File: src/rtl/param_padlock.sv
// param_padlock: keypad combination lock with fail lockout and auto-relock; PADLOCK_CODE_CHANGE_EN adds in-place code reprogramming.
// Latency: a press is decoded and acted on at the edge that samples it; lock/lockout/fail_count update on that same edge.
// Backpressure: none; presses in LOCKOUT, while a button is held, or while UNLOCKED (outside programming) are dropped.
module param_padlock #(
   parameter int NUM_BUTTONS    = 4,
   parameter int CODE_LEN       = 4,
   parameter logic [CODE_LEN*$clog2(NUM_BUTTONS)-1:0] DEFAULT_CODE = {2'd0, 2'd3, 2'd1, 2'd2},
   parameter int MAX_FAILS      = 3,
   parameter int LOCKOUT_CYCLES = 1000,
   parameter int UNLOCK_CYCLES  = 5000
) (
   input  logic                             clk,
   input  logic                             reset,
   input  logic [NUM_BUTTONS-1:0]           buttons,
   input  logic                             relock,
`ifdef PADLOCK_CODE_CHANGE_EN
   // "program" is a reserved word, so the reprogram enable is program_en
   input  logic                             program_en,
`endif
   output logic                             lock,
   output logic                             lockout,
   output logic [$clog2(MAX_FAILS+1)-1:0]   fail_count
);

   localparam int DW    = $clog2(NUM_BUTTONS);
   localparam int CW    = CODE_LEN * DW;
   localparam int IW    = (CODE_LEN > 1) ? $clog2(CODE_LEN) : 1;
   localparam int FW    = $clog2(MAX_FAILS + 1);
   localparam int MAX_T = (LOCKOUT_CYCLES > UNLOCK_CYCLES) ? LOCKOUT_CYCLES : UNLOCK_CYCLES;
   localparam int TW    = $clog2(MAX_T + 1);

   typedef enum logic [1:0] {
      LOCKED   = 2'd0,
      UNLOCKED = 2'd1,
      LOCKOUT  = 2'd2
   } state_t;

   state_t                 state, state_nxt;
   logic [NUM_BUTTONS-1:0] btn_q;
   logic [IW-1:0]          idx, idx_nxt;
   logic [CW-1:0]          entry, entry_nxt, full_entry;
   logic                   entry_bad, entry_bad_nxt;
   logic [FW-1:0]          fail_nxt;
   logic [TW-1:0]          timer, timer_nxt;
   logic                   lock_nxt, lockout_nxt;
   logic                   press, press_ok, match;
   logic [DW-1:0]          digit;
   logic [CW-1:0]          code;

`ifdef PADLOCK_CODE_CHANGE_EN
   logic [CW-1:0]          code_nxt;
   logic [CW-1:0]          new_code, new_code_nxt, new_full;
   logic [IW-1:0]          pidx, pidx_nxt;
`else
   localparam logic [CW-1:0] FIXED_CODE = DEFAULT_CODE;
   assign code = FIXED_CODE;
`endif

   // Press = rising edge of "any button"; multi-bit presses are kept but flagged as invalid.
   always_comb begin
      press    = (buttons != '0) && (btn_q == '0);
      press_ok = (buttons & (buttons - NUM_BUTTONS'(1))) == '0;
      digit    = '0;
      for (int i = 0; i < NUM_BUTTONS; i++) begin
         if (buttons[i]) digit = DW'(i);
      end
   end

   always_comb begin
      full_entry                  = entry;
      full_entry[idx*DW +: DW]    = digit;
      match = !entry_bad && press_ok && (full_entry == code);
   end

`ifdef PADLOCK_CODE_CHANGE_EN
   always_comb begin
      new_full                 = new_code;
      new_full[pidx*DW +: DW]  = digit;
   end
`endif

   always_comb begin
      state_nxt     = state;
      idx_nxt       = idx;
      entry_nxt     = entry;
      entry_bad_nxt = entry_bad;
      fail_nxt      = fail_count;
      timer_nxt     = timer;
`ifdef PADLOCK_CODE_CHANGE_EN
      code_nxt      = code;
      new_code_nxt  = new_code;
      // Buffer survives only while programming stays asserted in UNLOCKED
      pidx_nxt      = (state == UNLOCKED && program_en) ? pidx : '0;
`endif

      case (state)
         LOCKED: begin
            if (press) begin
               if (idx == IW'(CODE_LEN - 1)) begin
                  idx_nxt       = '0;
                  entry_nxt     = '0;
                  entry_bad_nxt = 1'b0;
                  if (match) begin
                     state_nxt = UNLOCKED;
                     fail_nxt  = '0;
                     timer_nxt = '0;
                  end else begin
                     fail_nxt = fail_count + FW'(1);
                     if (fail_nxt == FW'(MAX_FAILS)) begin
                        state_nxt = LOCKOUT;
                        timer_nxt = '0;
                     end
                  end
               end else begin
                  entry_nxt     = full_entry;
                  entry_bad_nxt = entry_bad | ~press_ok;
                  idx_nxt       = idx + IW'(1);
               end
            end
         end

         LOCKOUT: begin
            if (timer == TW'(LOCKOUT_CYCLES - 1)) begin
               state_nxt = LOCKED;
               fail_nxt  = '0;
               idx_nxt   = '0;
               timer_nxt = '0;
            end else begin
               timer_nxt = timer + TW'(1);
            end
         end

         UNLOCKED: begin
            if (relock) begin
               state_nxt = LOCKED;
               idx_nxt   = '0;
               timer_nxt = '0;
            end
`ifdef PADLOCK_CODE_CHANGE_EN
            else if (program_en) begin
               // Relock timer is frozen while a new code is being keyed in
               if (press) begin
                  if (!press_ok) begin
                     pidx_nxt = '0;
                  end else if (pidx == IW'(CODE_LEN - 1)) begin
                     code_nxt  = new_full;
                     pidx_nxt  = '0;
                     state_nxt = LOCKED;
                     idx_nxt   = '0;
                     timer_nxt = '0;
                  end else begin
                     new_code_nxt = new_full;
                     pidx_nxt     = pidx + IW'(1);
                  end
               end
            end
`endif
            else if (timer == TW'(UNLOCK_CYCLES - 1)) begin
               state_nxt = LOCKED;
               idx_nxt   = '0;
               timer_nxt = '0;
            end else begin
               timer_nxt = timer + TW'(1);
            end
         end

         default: begin
            state_nxt = LOCKED;
            idx_nxt   = '0;
            timer_nxt = '0;
         end
      endcase

      lock_nxt    = (state_nxt != UNLOCKED);
      lockout_nxt = (state_nxt == LOCKOUT);
   end

   always_ff @(posedge clk) begin
      if (reset) begin
         state      <= LOCKED;
         btn_q      <= '0;
         idx        <= '0;
         entry      <= '0;
         entry_bad  <= 1'b0;
         fail_count <= '0;
         timer      <= '0;
         lock       <= 1'b1;
         lockout    <= 1'b0;
      end else begin
         state      <= state_nxt;
         btn_q      <= buttons;
         idx        <= idx_nxt;
         entry      <= entry_nxt;
         entry_bad  <= entry_bad_nxt;
         fail_count <= fail_nxt;
         timer      <= timer_nxt;
         lock       <= lock_nxt;
         lockout    <= lockout_nxt;
      end
   end

`ifdef PADLOCK_CODE_CHANGE_EN
   always_ff @(posedge clk) begin
      if (reset) begin
         code     <= DEFAULT_CODE;
         new_code <= '0;
         pidx     <= '0;
      end else begin
         code     <= code_nxt;
         new_code <= new_code_nxt;
         pidx     <= pidx_nxt;
      end
   end
`endif

endmodule

File: config.mk
export PLATFORM = sky130hd
export DESIGN_NAME = param_padlock
export DESIGN_NICKNAME = d
export VERILOG_FILES = /design/src/rtl/param_padlock.sv
export SDC_FILE = /design/constraint.sdc
export NUM_CORES = 1
export LEC_CHECK = 0
export CAP_MARGIN = 15
export CORE_ASPECT_RATIO = 1.2
export CORE_UTILIZATION = 48
export CTS_CLUSTER_SIZE = 28
export DETAILED_ROUTE_END_ITERATION = 12
export PLACE_DENSITY = 0.69
export SYNTH_ARGS = -nofsm -noshare
export SYNTH_HDL_FRONTEND = slang
export SYNTH_SLANG_ARGS = --single-unit
File: constraint.sdc
create_clock -name clk -period 2.75 [get_ports clk]
set_input_delay 0.6875 -clock clk [delete_from_list [all_inputs] [get_ports clk]]
set_output_delay 0.6875 -clock clk [all_outputs]
set_load 0.01 [all_outputs]
[Word-level counts from Yosys, hierarchy flattened]
Cells that the tools add are included.
Storage, ports and cells
  input bits: 7
  logic and storage cells: 78
  flip-flop bits (word level): 34
Operators by class
  bitwise logic cells: 3
  equal/unequal tests: 14
  reduce and logical (&&, ||, !) cells: 13
  shifts and indexed selects: 2
  multiplexer cells: 32
  add/subtract/negate cells: 5
Operators with widths (count)
  $mux 13: 7
  $pmux 13 s3: 1
  $mux 2: 17
  $neg 3->34: 1
  $shift 2x34->8 const A: 1
  $shiftx 2x34->8: 1
  $add 13x1->13 const B: 1
  $eq 13x10->1 const B: 1
  $eq 13x13->1 const B: 1
  $pmux 2 s3: 2
  $bwmux 8: 1
  $eq 2x2->1 const B: 4
  $eq 8x6->1 const B: 1
  $logic_not 4->1: 2
  $mux 8: 1
  $ne 2x2->1 const B: 3
  $ne 3x3->1 const B: 2
  $reduce_and 3->1: 2
  $add 2x1->2 const B: 2
  $and 4x4->4: 1
  $pmux 2 s2: 1
  $reduce_and 4->1: 1
  $reduce_bool 4->1: 1
  $sub 4x1->4 const B: 1
  10 further kinds: 13

[Depth between registers and ports, before layout]
  depth in word-level cells: 12
  mapped depth: 11
  gate-level depth less buffers: 9

[Worst setup path after synthesis]
Ideal clock, no wire load.
  kind: reg2reg
  start point: reg idx[0]
  end point: reg timer[0]
  data required time: 2633 ps
  path slack: -265 ps
  arrival: 2898 ps
  cell stages (with the launch flop): 12
  setup time: 117 ps
  cell sequence: dfxtp_1 > clkbuf_1 > inv_1 > ha_1 > or3b_4 > o41ai_2 > nand4b_2 > o31ai_4 > nor2_4 > o21bai_2 > buf_2 > nor2_1
On the way
  longest elaborated chain between the ends: 9
  elaborated cells between the ends (all ways): 14
  classes of those cells: add/sub: 1; eq/ne: 4; shift: 2; mux: 5; reduce/logical: 2
Ends and longest elaborated chain
  from (decl): line 40  | logic [IW-1:0] idx, idx_nxt;
  from (signal assigned): line 192  | idx <= idx_nxt;
  $neg 3->34: line 71  | full_entry[idx*DW +: DW] = digit;
  $shiftx 2x34->8 or $shift 2x34->8 (tied branches): line 71
  $bwmux 8: line 71
  $eq 8x6->1: line 72  | match = !entry_bad && press_ok && (full_entry == code);
  $logic_and 1x1->1: line 72
  $mux 13: line 103  | if (match) begin
  $mux 13: line 99  | if (idx == IW'(CODE_LEN - 1)) begin
  $mux 13: line 98  | if (press) begin
  $pmux 13 s3: line 96  | case (state)
  to (signal assigned): line 196  | timer <= timer_nxt;
  to (decl): line 44  | logic [TW-1:0] timer, timer_nxt;
Several ways; a longest one is shown, not always the timed one. The select of a mux whose other input is x is not followed.
A chain may end at the register's enable or synchronous reset.

[Worst setup path in the final report]
  start point: in buttons[3]
  end point: reg timer[7]
On the way
  longest elaborated chain between the ends: 9
  elaborated cells between the ends (all ways): 18
  classes of those cells: add/sub: 1; eq/ne: 3; shift: 1; mux: 6; bitwise: 1; reduce/logical: 6
Ends and longest elaborated chain
  from (decl): line 14  | input logic [NUM_BUTTONS-1:0] buttons,
  $sub 4x1->4 or $mux 2 (tied branches): line 62, 65
  $and 4x4->4 or $shiftx 2x34->8 (tied branches): line 62, 71
  $logic_not 4->1 or $bwmux 8 (tied branches): line 62, 71
  $logic_and 1x1->1 or $eq 8x6->1 (tied branches): line 72
  $logic_and 1x1->1: line 72
  $mux 13: line 103
  $mux 13: line 99
  $mux 13: line 98
  $pmux 13 s3: line 96
Several ways; a longest one is shown, not always the timed one. The select of a mux whose other input is x is not followed.

==> run metrics <==
Placed Area=2186 sq um; HP Class=flip-flop to flip-flop; min-delay src=entry[0]; WL final=4.003 mm; Starting Density=50.55%; crit-path max FO=8; ys flop type=dfxtp_1; first-pass GRT wire length=6.948 mm; most frequent cells in the layout=nor2_1, dfxtp_1, buf_4; Critical R2R Capture=timer[7]; Non-Filler Instances=305; input/output buffers=10; critical path class=primary input to flip-flop; mean post-synth cell area=8.504 sq um; max incr delay on CP=0.41 ns; asr flop ratio synth=0%; part of the Yosys area used for sequential elements=37.06%; Die Width=58.47 um; ANT cells=0; GRT Resource Usage Total=22.04%; Post-synth EDFFs=0; hold depth=2; switching power=256.2 uW; Ports=11; initial antenna violation count=0; Crit. path cell count=10; drt pass-1 iters=4; Yosys top cell by area=dfxtp_1; setup tns final=0 ns; FF-to-FF Start=idx[0]; Comb pwr share=14.1%; CP Launch Type=primary input; minimum clock period=2.642 ns; Worst EP arrival=2.87 ns; cell-by-cell trace of the critical path=clkdlybuf4s50_1 -> buf_4 -> a2111oi_4 -> or2_4 -> o21ai_1 -> o31ai_4 -> buf_12 -> nor2_4 -> or3_1 -> a21oi_1; Peak VDD IR=0.2078 mV; critical path's slowest cell=clkdlybuf4s50_1; worst hold endpoint=entry[0]; die height=69.77 um; FF-to-FF path depth=10; Final Skew=0.005326 ns; Max clock buf depth=2; vias=1660; commonest non-fill, non-tap cell in the layout=nor2_1; # DRC=0; FP Rows=24; leak pwr=0.9368 nW; post-cts hold buffer count=0; gp weighted congestion=0.8145; Fillers=327; Netlist cell types=46; Max Slew Vio Count=0; clock-pin slew on the worst setup and hold paths=0.07 ns; die footprint=4079 sq um; switching share of total power=24.81%; internal power=776.1 uW; Clock Latency Late Sink=0.29 ns; final hold vios=0; # setup viols final=0; TritonCTS clock tree=built; Slew HR=67.08%; WP buf/inv=3; fraction of layout cells with a size suffix above 1=20.16%; clock sinks=34; multi-input logic area=1177 sq um; CTS root buf=clkbuf_8; Reg area=683.2 sq um; grt total ovfl=0; design area=2370 sq um; status=finished, final reports clean; WP data required=2.98 ns; Routed Antenna Nets=0; synth top area cells=dfxtp_1, ha_1, nor2_1; CP top delay family=compound AO/OA/AOI/OAI gates; RSZ-0062 raised after global routing=false; CP endpoint kind=flip-flop; R2R Setup Slk=0.13 ns; Max Cap Viol=0; Iter 0 DRT Violations=88; vias per cell=5.443; DP Cell Count=294; fin nets=271; Power Density=435.6 nW/um^2; Cell Area, Synth=1837 sq um; core area=3633 sq um; Final WS setup=0.1076 ns; Yosys reg bits=34; cts bufs inserted=5; post-DP HPWL=2.868 mm; largest net degree at the start of global routing=14; maximum operating frequency=378.4 MHz; part of the power in registers=49.1%; syn_nets=235; final period utilization=96.09%; Post-Syn Instances=216; worst-margin pin slew=0.4922 ns; WL/cell=13.12 um; H-tree levels=2; Area Growth Syn to Fin=29.02%; Yosys top cell area share=37.06%; Ys Warns=0; dpl ws=-0.3038 ns; vias in the first global route=1619; clock network power share=36.8%
[how the worst max path moves through the flow]
stage,from,to,slack (ns)
5_1_grt,idx[0],timer[5],0.006
6_report,buttons[3],timer[7],0.11
2_1_floorplan,buttons[3],timer[7],0.006
4_1_cts,buttons[2],timer[7],0.006
3_3_place_gp,buttons[2],timer[7],-0.27
3_5_place_dp,buttons[2],timer[7],-0.30
[Yosys cell counts (2+ instances only)]
master and instances:
a22oi_1 8, nor2_1 36, ha_1 12, and3_1 5, nor2b_1 5, a2111oi_0 2
o21ai_0 13, o2111ai_1 2, nor4_1 6, dfxtp_1 34, nand2b_1 4, nor3_1 6
nor3b_1 2, a21oi_1 10, nand2_1 9, xor2_1 9, and2_1 6, or2_2 2
inv_1 8, o211ai_1 2, clkbuf_1 5, or3_1 3, nand3_1 3, nor4b_1 2
[final cells by class]
cell class | instances | share of cell area, %
multi-input combinational | 167 | 49.68
sequential | 34 | 28.83
timing repair buffer | 36 | 13.62
clock buffer | 7 | 3.643
tap | 52 | 2.746
inverter | 8 | 1.267
clock inverter | 1 | 0.2112
[sequential cells by signal, indices dropped and copies added (netlist names)]
register,cells
btn_q,4
entry,8
entry_bad,1
fail_count,2
idx,2
lock,1
lockout,1
state,2
timer,13
[per-stage QoR]
step                      hold slack (ns)  utilization, %  total power [mW]
after floorplan                    0.4487               -            0.5957
final                              0.4807           65.22             1.032
after CTS                          0.4816           62.98             1.027
after global placement             0.4680           60.16            0.6445
after detailed placement           0.4716           60.16            0.6465
after global routing               0.5246           65.22             1.076
[power groups by stage]
| stage | sequential [mW] | clock (mW) | combinational (mW) |
|---|---|---|---|
| after floorplan | 0.517 | 0 | 0.0789 |
| after global placement | 0.516 | 0 | 0.128 |
| after detailed placement | 0.516 | 0 | 0.130 |
| after CTS | 0.505 | 0.390 | 0.132 |
| after global routing | 0.508 | 0.412 | 0.157 |
| final | 0.507 | 0.380 | 0.145 |
[per-layer routing]
metal  GRT usage (%)  up-vias  routed length, um
met5               0        -                  0
li1                -      838                  -
met3           5.037        8                 82
met1           26.75      800               1874
met2           36.40       14               1961
met4           9.788        0                 85
[timing repair]
item / in CTS / in global routing
setup buffers: 0 / 3
pin swaps: 1 / 7
endpoints found under the setup margin: 1 / 16
gates resized for setup: 1 / 12
[kinds of logic (layout without fill, tap and decap cells)]
| logic type | count (synthesis) | in the layout | share of synthesized area (%) |
|---|---|---|---|
| simple gates | 96 | 96 | 28.00 |
| fa+ha+maj | 12 | 12 | 8.174 |
| mux | 1 | 1 | 0.5450 |
| buf+inv | 15 | 52 | 3.133 |
| xor+xnor | 9 | 9 | 4.292 |
| flops | 34 | 34 | 37.06 |
| compound gates | 49 | 49 | 18.80 |
[worst min-delay path: stages (launching register included)]
cell     delay [ns]
dfxtp_1        0.31
o21ai_0        0.07
a21oi_1        0.06
Note: power is estimated with default switching activity, not from simulation.
